**src/rtl/alu_ctrl_mdu_pkg.sv**
```systemverilog
// Shared constants for the ALU control unit and its RV32M multiply/divide unit.
// Optional build macro: ALU_CTRL_MDU_FAST_MUL_EN (native multiply in the FIX cycle).
package alu_ctrl_mdu_pkg;

  // Base ALU select codes
  localparam logic [3:0] ALU_ADD  = 4'd0;
  localparam logic [3:0] ALU_SUB  = 4'd1;
  localparam logic [3:0] ALU_SLL  = 4'd2;
  localparam logic [3:0] ALU_SLT  = 4'd3;
  localparam logic [3:0] ALU_SLTU = 4'd4;
  localparam logic [3:0] ALU_XOR  = 4'd5;
  localparam logic [3:0] ALU_SRL  = 4'd6;
  localparam logic [3:0] ALU_SRA  = 4'd7;
  localparam logic [3:0] ALU_OR   = 4'd8;
  localparam logic [3:0] ALU_AND  = 4'd9;
  localparam logic [3:0] ALU_PASS = 4'd10;

  // Main control unit ALUop encodings
  localparam logic [1:0] ALUOP_ADD  = 2'b00;
  localparam logic [1:0] ALUOP_SUB  = 2'b01;
  localparam logic [1:0] ALUOP_RI   = 2'b10;
  localparam logic [1:0] ALUOP_PASS = 2'b11;

  // M-extension func3 codes
  localparam logic [2:0] MD_MUL    = 3'd0;
  localparam logic [2:0] MD_MULH   = 3'd1;
  localparam logic [2:0] MD_MULHSU = 3'd2;
  localparam logic [2:0] MD_MULHU  = 3'd3;
  localparam logic [2:0] MD_DIV    = 3'd4;
  localparam logic [2:0] MD_DIVU   = 3'd5;
  localparam logic [2:0] MD_REM    = 3'd6;
  localparam logic [2:0] MD_REMU   = 3'd7;

  typedef enum logic [2:0] {
    MDU_IDLE = 3'd0,
    MDU_MUL  = 3'd1,
    MDU_DIV  = 3'd2,
    MDU_FIX  = 3'd3,
    MDU_DONE = 3'd4
  } mdu_state_e;

  // Operand signedness for an M-op: {op_a signed, op_b signed}
  function automatic logic [1:0] md_signed_ops(input logic [2:0] f3);
    case (f3)
      MD_MUL, MD_MULH, MD_DIV, MD_REM: return 2'b11;
      MD_MULHSU:                       return 2'b10;
      default:                         return 2'b00;
    endcase
  endfunction

endpackage

```
**src/rtl/alu_ctrl_mdu_iter_core.sv**
```systemverilog
// mdu_iter_core: operand conditioning, iterative shift-add / restoring-divide
// datapath, iteration counter and final sign fix for the M-extension.
// Optional build macro: ALU_CTRL_MDU_FAST_MUL_EN removes the shift-add path and
// computes products with the native multiply operator instead.
module mdu_iter_core
  import alu_ctrl_mdu_pkg::*;
#(
  parameter int XLEN = 32
) (
  input  logic            clk,
  input  logic            rst,
  input  logic            load,
  input  logic            step,
  input  logic [2:0]      func3,
  input  logic [XLEN-1:0] op_a,
  input  logic [XLEN-1:0] op_b,
  output logic            special,
  output logic            last,
  output logic [XLEN-1:0] result
);
  localparam int CNT_W = $clog2(XLEN) + 1;
  localparam logic [XLEN-1:0] MOST_NEG = {1'b1, {(XLEN-1){1'b0}}};

  logic [1:0]        sgn;
  logic              neg_a, neg_b, div_zero, div_ovf;
  logic [XLEN-1:0]   a_abs, b_abs, special_val;

  logic [2:0]        op_q, op_d;
  logic              neg_res_q, neg_res_d, neg_rem_q, neg_rem_d, spec_q, spec_d;
  logic [XLEN-1:0]   spec_val_q, spec_val_d, dvs_q, dvs_d;
  logic [2*XLEN-1:0] acc_q, acc_d;
  logic [CNT_W-1:0]  cnt_q, cnt_d;

  logic [XLEN:0]     div_diff;
  logic [2*XLEN-1:0] div_next, acc_step, prod;
  logic [XLEN-1:0]   quot, rem;
`ifdef ALU_CTRL_MDU_FAST_MUL_EN
  logic [XLEN-1:0]   a_raw_q, a_raw_d, b_raw_q, b_raw_d;
  logic [1:0]        sgn_q, sgn_d;
`else
  logic [XLEN:0]     mul_sum;
`endif

  // Magnitudes, signs and divide corner cases of the operands being issued
  always_comb begin
    sgn         = md_signed_ops(func3);
    neg_a       = sgn[1] & op_a[XLEN-1];
    neg_b       = sgn[0] & op_b[XLEN-1];
    a_abs       = neg_a ? -op_a : op_a;
    b_abs       = neg_b ? -op_b : op_b;
    div_zero    = func3[2] & (op_b == '0);
    div_ovf     = func3[2] & ~func3[0] & (op_a == MOST_NEG) & (&op_b);
    special     = div_zero | div_ovf;
    if (div_zero) special_val = func3[1] ? op_a : '1;
    else          special_val = func3[1] ? '0 : op_a;
  end

  // One iteration: restoring subtract (divide) or shift-add (multiply)
  always_comb begin
    div_diff = acc_q[2*XLEN-1:XLEN-1] - {1'b0, dvs_q};
    div_next = div_diff[XLEN] ? {acc_q[2*XLEN-2:0], 1'b0}
                              : {div_diff[XLEN-1:0], acc_q[XLEN-2:0], 1'b1};
    acc_step = div_next;
`ifndef ALU_CTRL_MDU_FAST_MUL_EN
    mul_sum = {1'b0, acc_q[2*XLEN-1:XLEN]} + {1'b0, dvs_q};
    if (!op_q[2])
      acc_step = acc_q[0] ? {mul_sum, acc_q[XLEN-1:1]} : {1'b0, acc_q[2*XLEN-1:1]};
`endif
  end

  // Capture operands at start, then advance one iteration per step
  always_comb begin
    op_d       = op_q;
    neg_res_d  = neg_res_q;
    neg_rem_d  = neg_rem_q;
    spec_d     = spec_q;
    spec_val_d = spec_val_q;
    dvs_d      = dvs_q;
    acc_d      = acc_q;
    cnt_d      = cnt_q;
`ifdef ALU_CTRL_MDU_FAST_MUL_EN
    a_raw_d    = a_raw_q;
    b_raw_d    = b_raw_q;
    sgn_d      = sgn_q;
`endif
    if (load) begin
      op_d       = func3;
      neg_res_d  = neg_a ^ neg_b;
      neg_rem_d  = neg_a;
      spec_d     = special;
      spec_val_d = special_val;
      dvs_d      = b_abs;
      acc_d      = {{XLEN{1'b0}}, a_abs};
      cnt_d      = CNT_W'(XLEN);
`ifdef ALU_CTRL_MDU_FAST_MUL_EN
      a_raw_d    = op_a;
      b_raw_d    = op_b;
      sgn_d      = sgn;
`endif
    end else if (step) begin
      acc_d = acc_step;
      cnt_d = cnt_q - CNT_W'(1);
    end
  end

  // Datapath registers
  always_ff @(posedge clk) begin
    if (rst) begin
      op_q       <= '0;
      neg_res_q  <= 1'b0;
      neg_rem_q  <= 1'b0;
      spec_q     <= 1'b0;
      spec_val_q <= '0;
      dvs_q      <= '0;
      acc_q      <= '0;
      cnt_q      <= '0;
`ifdef ALU_CTRL_MDU_FAST_MUL_EN
      a_raw_q    <= '0;
      b_raw_q    <= '0;
      sgn_q      <= '0;
`endif
    end else begin
      op_q       <= op_d;
      neg_res_q  <= neg_res_d;
      neg_rem_q  <= neg_rem_d;
      spec_q     <= spec_d;
      spec_val_q <= spec_val_d;
      dvs_q      <= dvs_d;
      acc_q      <= acc_d;
      cnt_q      <= cnt_d;
`ifdef ALU_CTRL_MDU_FAST_MUL_EN
      a_raw_q    <= a_raw_d;
      b_raw_q    <= b_raw_d;
      sgn_q      <= sgn_d;
`endif
    end
  end

  assign last = (cnt_q == CNT_W'(1));

  // Sign correction and half / quotient-remainder selection
  always_comb begin
`ifdef ALU_CTRL_MDU_FAST_MUL_EN
    prod = (sgn_q[1] ? {{XLEN{a_raw_q[XLEN-1]}}, a_raw_q} : {{XLEN{1'b0}}, a_raw_q}) *
           (sgn_q[0] ? {{XLEN{b_raw_q[XLEN-1]}}, b_raw_q} : {{XLEN{1'b0}}, b_raw_q});
`else
    prod = neg_res_q ? -acc_q : acc_q;
`endif
    quot = neg_res_q ? -acc_q[XLEN-1:0] : acc_q[XLEN-1:0];
    rem  = neg_rem_q ? -acc_q[2*XLEN-1:XLEN] : acc_q[2*XLEN-1:XLEN];
    if (spec_q)        result = spec_val_q;
    else if (!op_q[2]) result = (op_q == MD_MUL) ? prod[XLEN-1:0] : prod[2*XLEN-1:XLEN];
    else               result = op_q[1] ? rem : quot;
  end

endmodule

```
**src/rtl/alu_ctrl_mdu.sv**
```systemverilog
// alu_ctrl_mdu: ALU select decode for rv32i plus the RV32M multiply/divide
// sequencer and its stall/done handshake toward the datapath.
// Optional build macro: ALU_CTRL_MDU_FAST_MUL_EN (2-cycle multiplies).
module alu_ctrl_mdu
  import alu_ctrl_mdu_pkg::*;
#(
  parameter int XLEN = 32
) (
  input  logic            clk,
  input  logic            rst,
  input  logic [1:0]      ALUop,
  input  logic [2:0]      func3,
  input  logic            func7_5,
  input  logic            func7_0,
  input  logic            is_rtype,
  input  logic [XLEN-1:0] op_a,
  input  logic [XLEN-1:0] op_b,
  input  logic            flush,
  output logic [3:0]      ALU_sel,
  output logic            md_req,
  output logic            md_stall,
  output logic            md_done,
  output logic [XLEN-1:0] md_result
);
  mdu_state_e      state_q, state_d;
  logic            done_prev_q, done_prev_d;
  logic [XLEN-1:0] md_result_q, md_result_d;
  logic            core_load, core_step, result_we, core_special, core_last;
  logic [XLEN-1:0] core_result;

  // Instruction decode to ALU select code and M-op request
  always_comb begin
    ALU_sel = ALU_ADD;
    md_req  = (ALUop == ALUOP_RI) & is_rtype & func7_0;
    case (ALUop)
      ALUOP_ADD:  ALU_sel = ALU_ADD;
      ALUOP_SUB:  ALU_sel = ALU_SUB;
      ALUOP_PASS: ALU_sel = ALU_PASS;
      default: begin
        if (!md_req) begin
          case (func3)
            3'd0:    ALU_sel = (is_rtype & func7_5) ? ALU_SUB : ALU_ADD;
            3'd1:    ALU_sel = ALU_SLL;
            3'd2:    ALU_sel = ALU_SLT;
            3'd3:    ALU_sel = ALU_SLTU;
            3'd4:    ALU_sel = ALU_XOR;
            3'd5:    ALU_sel = func7_5 ? ALU_SRA : ALU_SRL;
            3'd6:    ALU_sel = ALU_OR;
            default: ALU_sel = ALU_AND;
          endcase
        end
      end
    endcase
  end

  // Sequencer state, done history and result register
  always_ff @(posedge clk) begin
    if (rst) begin
      state_q     <= MDU_IDLE;
      done_prev_q <= 1'b0;
      md_result_q <= '0;
    end else begin
      state_q     <= state_d;
      done_prev_q <= done_prev_d;
      md_result_q <= md_result_d;
    end
  end

  // Next state; flush always returns to IDLE and beats a start
  always_comb begin
    state_d = state_q;
    if (flush) begin
      state_d = MDU_IDLE;
    end else begin
      case (state_q)
        MDU_IDLE: begin
          if (md_req && !done_prev_q) begin
            if (core_special)  state_d = MDU_FIX;
            else if (func3[2]) state_d = MDU_DIV;
`ifdef ALU_CTRL_MDU_FAST_MUL_EN
            else               state_d = MDU_FIX;
`else
            else               state_d = MDU_MUL;
`endif
          end
        end
`ifndef ALU_CTRL_MDU_FAST_MUL_EN
        MDU_MUL:  if (core_last) state_d = MDU_FIX;
`endif
        MDU_DIV:  if (core_last) state_d = MDU_FIX;
        MDU_FIX:  state_d = MDU_DONE;
        default:  state_d = MDU_IDLE;
      endcase
    end
  end

  // Handshake outputs and datapath controls per state
  always_comb begin
    md_stall  = 1'b0;
    md_done   = 1'b0;
    core_load = 1'b0;
    core_step = 1'b0;
    result_we = 1'b0;
    case (state_q)
      MDU_IDLE: begin
        md_stall  = md_req;
        core_load = md_req & ~done_prev_q & ~flush;
      end
`ifndef ALU_CTRL_MDU_FAST_MUL_EN
      MDU_MUL: begin
        md_stall  = 1'b1;
        core_step = 1'b1;
      end
`endif
      MDU_DIV: begin
        md_stall  = 1'b1;
        core_step = 1'b1;
      end
      MDU_FIX: begin
        md_stall  = 1'b1;
        result_we = ~flush;
      end
      MDU_DONE: md_done = 1'b1;
      default: ;
    endcase
    done_prev_d = (state_q == MDU_DONE);
    md_result_d = result_we ? core_result : md_result_q;
  end

  assign md_result = md_result_q;

  mdu_iter_core #(
    .XLEN(XLEN)
  ) u_core (
    .clk     (clk),
    .rst     (rst),
    .load    (core_load),
    .step    (core_step),
    .func3   (func3),
    .op_a    (op_a),
    .op_b    (op_b),
    .special (core_special),
    .last    (core_last),
    .result  (core_result)
  );

endmodule

```
**config.mk**
```make
export PLATFORM = sky130hd
export DESIGN_NAME = alu_ctrl_mdu
export DESIGN_NICKNAME = d
export VERILOG_FILES = /design/src/rtl/alu_ctrl_mdu_pkg.sv /design/src/rtl/alu_ctrl_mdu_iter_core.sv /design/src/rtl/alu_ctrl_mdu.sv
export SDC_FILE = /design/constraint.sdc
export NUM_CORES = 1
export LEC_CHECK = 0
export BUFFER_PORTS_ARGS = -buffer_cell sky130_fd_sc_hd__buf_2
export CAP_MARGIN = 5
export CORE_UTILIZATION = 45
export DETAILED_ROUTE_END_ITERATION = 6
export PLACE_DENSITY = 0.73
export SETUP_SLACK_MARGIN = 0.5
export SLEW_MARGIN = 5
export SYNTH_ARGS = -nofsm -noshare
export SYNTH_HDL_FRONTEND = slang
export SYNTH_HIERARCHICAL = 1
export SYNTH_SLANG_ARGS = --single-unit
```
**constraint.sdc**
```tcl
create_clock -name clk -period 9.4 [get_ports clk]
set_input_delay 0.47 -clock clk [delete_from_list [all_inputs] [get_ports clk]]
set_output_delay 0.47 -clock clk [all_outputs]
set_load 0.01 [all_outputs]
```
==> flow_metrics.tcl <==
set metrics [dict create \
    antenna_found_initial 0 \
    ioPinCount 114 \
    crit_path_start_kind "register" \
    peakVddDrop_mv 0.132 \
    core_region_area_sq_um 34600 \
    r2r-end "md_result[26]" \
    post_cts.repair.setup_buffers 0 \
    gp_congestion 0.961 \
    n_antenna_cell 0 \
    fin_ws_ps 4770 \
    dpl_cell_area_sq_um 16500 \
    powerDensity_nw_per_um2 118 \
    critPathKind "register to register" \
    cts_tree "yes" \
    antenna_left 0 \
    die_area_sq_um 36000 \
    synth_ff_type "dfxtp_1" \
    syn_area_sq_um 15900 \
    pwr-share-clk_pct 37.3 \
    r2r_start "u_core/acc_q[0]" \
    drtPass1Iterations 7 \
    power.switching_mw 0.692 \
    fin_skew_ps 29.7 \
    synthArstFlopShare_pct 0 \
    worstPathArrival_ps 4950 \
    nNetsFinal 2310 \
    startpoint "u_core/acc_q[0]" \
    clkLatencyLatePin_ps 460 \
    yosysTopAreaCell "dfxtp_1" \
    vias 16629 \
    gr-total-overflow 0 \
    areaGrowthSynthToFinish_pct 7.82 \
    wl_mm 54.1 \
    synth-edff-count 0 \
    synthesis.nets 2336 \
    yosysSeqAreaShare_pct 22.2 \
    rsz0062_at_grt "false" \
    drtIter0Drc 1667 \
    cts_resized 0 \
    dp_hpwl_mm 39.5 \
    required_ps 9720 \
    hp-class "input pin to register" \
    drive_gt1_share_pct 10.3 \
    groute.usage.overall_pct 29.5 \
    status "completed" \
    combPwrFrac_pct 24.2 \
    cts_root_buf "clkbuf_16" \
    relSlewSlack_pct 14.2 \
    critPathCapture "md_result[26]" \
    period_share_pct 49.3 \
    nFillCells 3420 \
    cts-htree-levels 4 \
    finalHoldViolCount 0 \
    switching_share_pct 34.4 \
    pwr-share-seq_pct 38.5 \
    syn_inst 2188 \
    finalInstanceArea_sq_um 17100 \
    yosys_warnings 6 \
    timing.setup.tns_ps 0 \
    reg2regPathDepth 14 \
    cap_viol_max_count 0 \
    post-route-util_pct 49.4 \
    fmax_ghz 0.216 \
    yosys.area.top_type_share_pct 22.2 \
    cts.path.max_buffers 2 \
    worstPathMaxFanout 48 \
    synth_cell_types 86 \
    start_util_pct 45.8 \
    rows 68 \
    p_int_mw 1.32 \
    slew_viol_final 0 \
    die_w_um 190 \
    clkSinkCount 176 \
    io_buffer_count 113 \
    viasPerCell 6.32 \
    hold_buffers 0 \
    die_h_um 190 \
    synth-seq-cells 176 \
    grt_max_degree 97 \
    grt_pass1_wl_mm 84.3 \
    total_leakage_power_nw 6.54 \
    drc_errors 0 \
    synth.top_cells.by_area "dfxtp_1 (22%), nand2_1 (6.3%), o21ai_0 (6.0%), xor2_1 (5.7%), a21oi_1 (5.6%)" \
    path_clk_slew_ps 90 \
    grt_pass1_vias 14943 \
    period_needed_ps 4630 \
    routedWlPerCell_um 20.6 \
    avgSynthCellArea_sq_um 7.26 \
    endpoint_kind "register" \
    cts_buffers 17 \
    finalSetupViolations 0 \
    timing.reg2reg.setup_slack_ps 4770 \
    preCtsSetupSlack_ps 4920 \
    tightestPinTransition_ps 1280 \
]
## synthesized netlist by cell type (20+ instances only)
| master | number |
|---|---|
| a21oi_1 | 178 |
| a211oi_1 | 93 |
| nand2_1 | 265 |
| nand4_1 | 21 |
| or4_1 | 20 |
| clkbuf_1 | 142 |
| a21o_1 | 33 |
| ha_1 | 71 |
| nor2_1 | 201 |
| or3_1 | 26 |
| a311oi_1 | 43 |
| inv_1 | 63 |
| o21ai_0 | 189 |
| nor3_1 | 37 |
| o31ai_1 | 30 |
| xnor2_1 | 91 |
| dfxtp_1 | 176 |
| mux2i_1 | 71 |
| xor2_1 | 103 |
## cell type report
cell class | count | area (sq um) | share of cell area [%]
Multi-Input combinational cell | 1769 | 11400 | 66.9
Sequential cell | 176 | 3530 | 20.6
Timing Repair Buffer | 134 | 726 | 4.24
Tap cell | 455 | 569 | 3.33
Clock buffer | 18 | 439 | 2.57
Inverter | 64 | 240 | 1.40
Clock inverter | 14 | 165 | 0.965
## how the worst min path moves through the flow
stage                             to                  start  slack [ps]  cells after the start
3_5_place_dp           md_result[23]          md_result[23]         440                      2
3_3_place_gp           md_result[23]          md_result[23]         440                      2
5_1_grt                   state_q[0]                  flush         290                      2
4_1_cts                   state_q[0]                  flush         280                      2
6_report                  state_q[0]                  flush         280                      2
2_1_floorplan  u_core/spec_val_q[19]  u_core/spec_val_q[19]         460                      2
## per-layer routing
metal	part of all wire, %	vias to the layer above	wire length, um	GRT usage [%]
met4	2.9	0	1550	10.5
met5	0	-	0	0
met2	45	718	24400	46.6
met1	45	7922	24400	40.9
met3	6.9	92	3710	3.63
li1	-	7897	-	-
## through the flow
| step | power [mW] | cells | hold WS (ps) |
|---|---|---|---|
| after global placement | 1.26 | 2598 | 439 |
| after CTS | 2.01 | 2630 | 278 |
| final | 2.02 | 2630 | 281 |
| after detailed placement | 1.27 | 2598 | 445 |
| after global routing | 2.09 | 2630 | 288 |
| after floorplan | 1.12 | 2188 | 458 |
## kinds of logic (layout without fill, tap and decap cells)
kind of cell	Yosys count	count (layout)	share of synthesized area [%]
flip-flops	176	176	22.2
AO/OA/AOI/OAI	715	715	29.1
multiplexers	85	85	5.47
XOR/XNOR	194	194	10.7
buffers and inverters	243	230	5.97
adder cells (fa/ha/maj)	73	73	5.85
AND/OR/NAND/NOR	702	702	20.7
## registers in the layout (all words and copies together) (netlist names), 3 cells and up
register	count
u_core/acc_q	64
md_result	32
u_core/op_q	3
state_q	3
u_core/spec_val_q	32
u_core/dvs_q	32
u_core/cnt_q	6
## worst max-delay path: stages (launching register included)
cell and delay (ps):
dfxtp_1 300, buf_4 300, inv_1 540, ha_1 290
nor3b_1 300, nand4b_1 390, or3_1 570, or2_1 460
or3_4 470, o31ai_4 180, xor2_1 190, o21ai_1 80
mux2_2 280, nand2_1 60, a21oi_1 60
## cells in the final DEF (no fill, tap or decap), types with 11 or more instances in the layout
cell type	n
buf_4	22
ha_1	71
a21oi_1	178
o21ai_0	189
clkbuf_16	17
mux2i_1	71
inv_1	62
nand3_1	17
nand2b_1	16
and3_1	12
nor2_1	199
a31oi_1	18
xor2_1	103
or2_2	16
nor4_1	17
dfxtp_1	173
a311oi_1	43
or3_1	26
or4_1	20
a211oi_1	93
buf_2	112
a21o_1	33
xnor2_1	91
and2_1	11
o22ai_1	17
nand4_1	21
nor3_1	36
mux2_2	14
nand2_1	265
o31ai_1	30
o41ai_1	19
nor2b_1	13
## power by group through the flow
stage               registers [mW]  logic, mW  clock network, mW
floorplan                    0.782      0.337                  0
global placement             0.793      0.469                  0
detailed placement           0.793      0.475                  0
CTS                          0.776      0.478              0.757
global route                 0.778      0.526              0.790
finish                       0.777      0.488              0.751
Power figures use the tool's default switching activity.
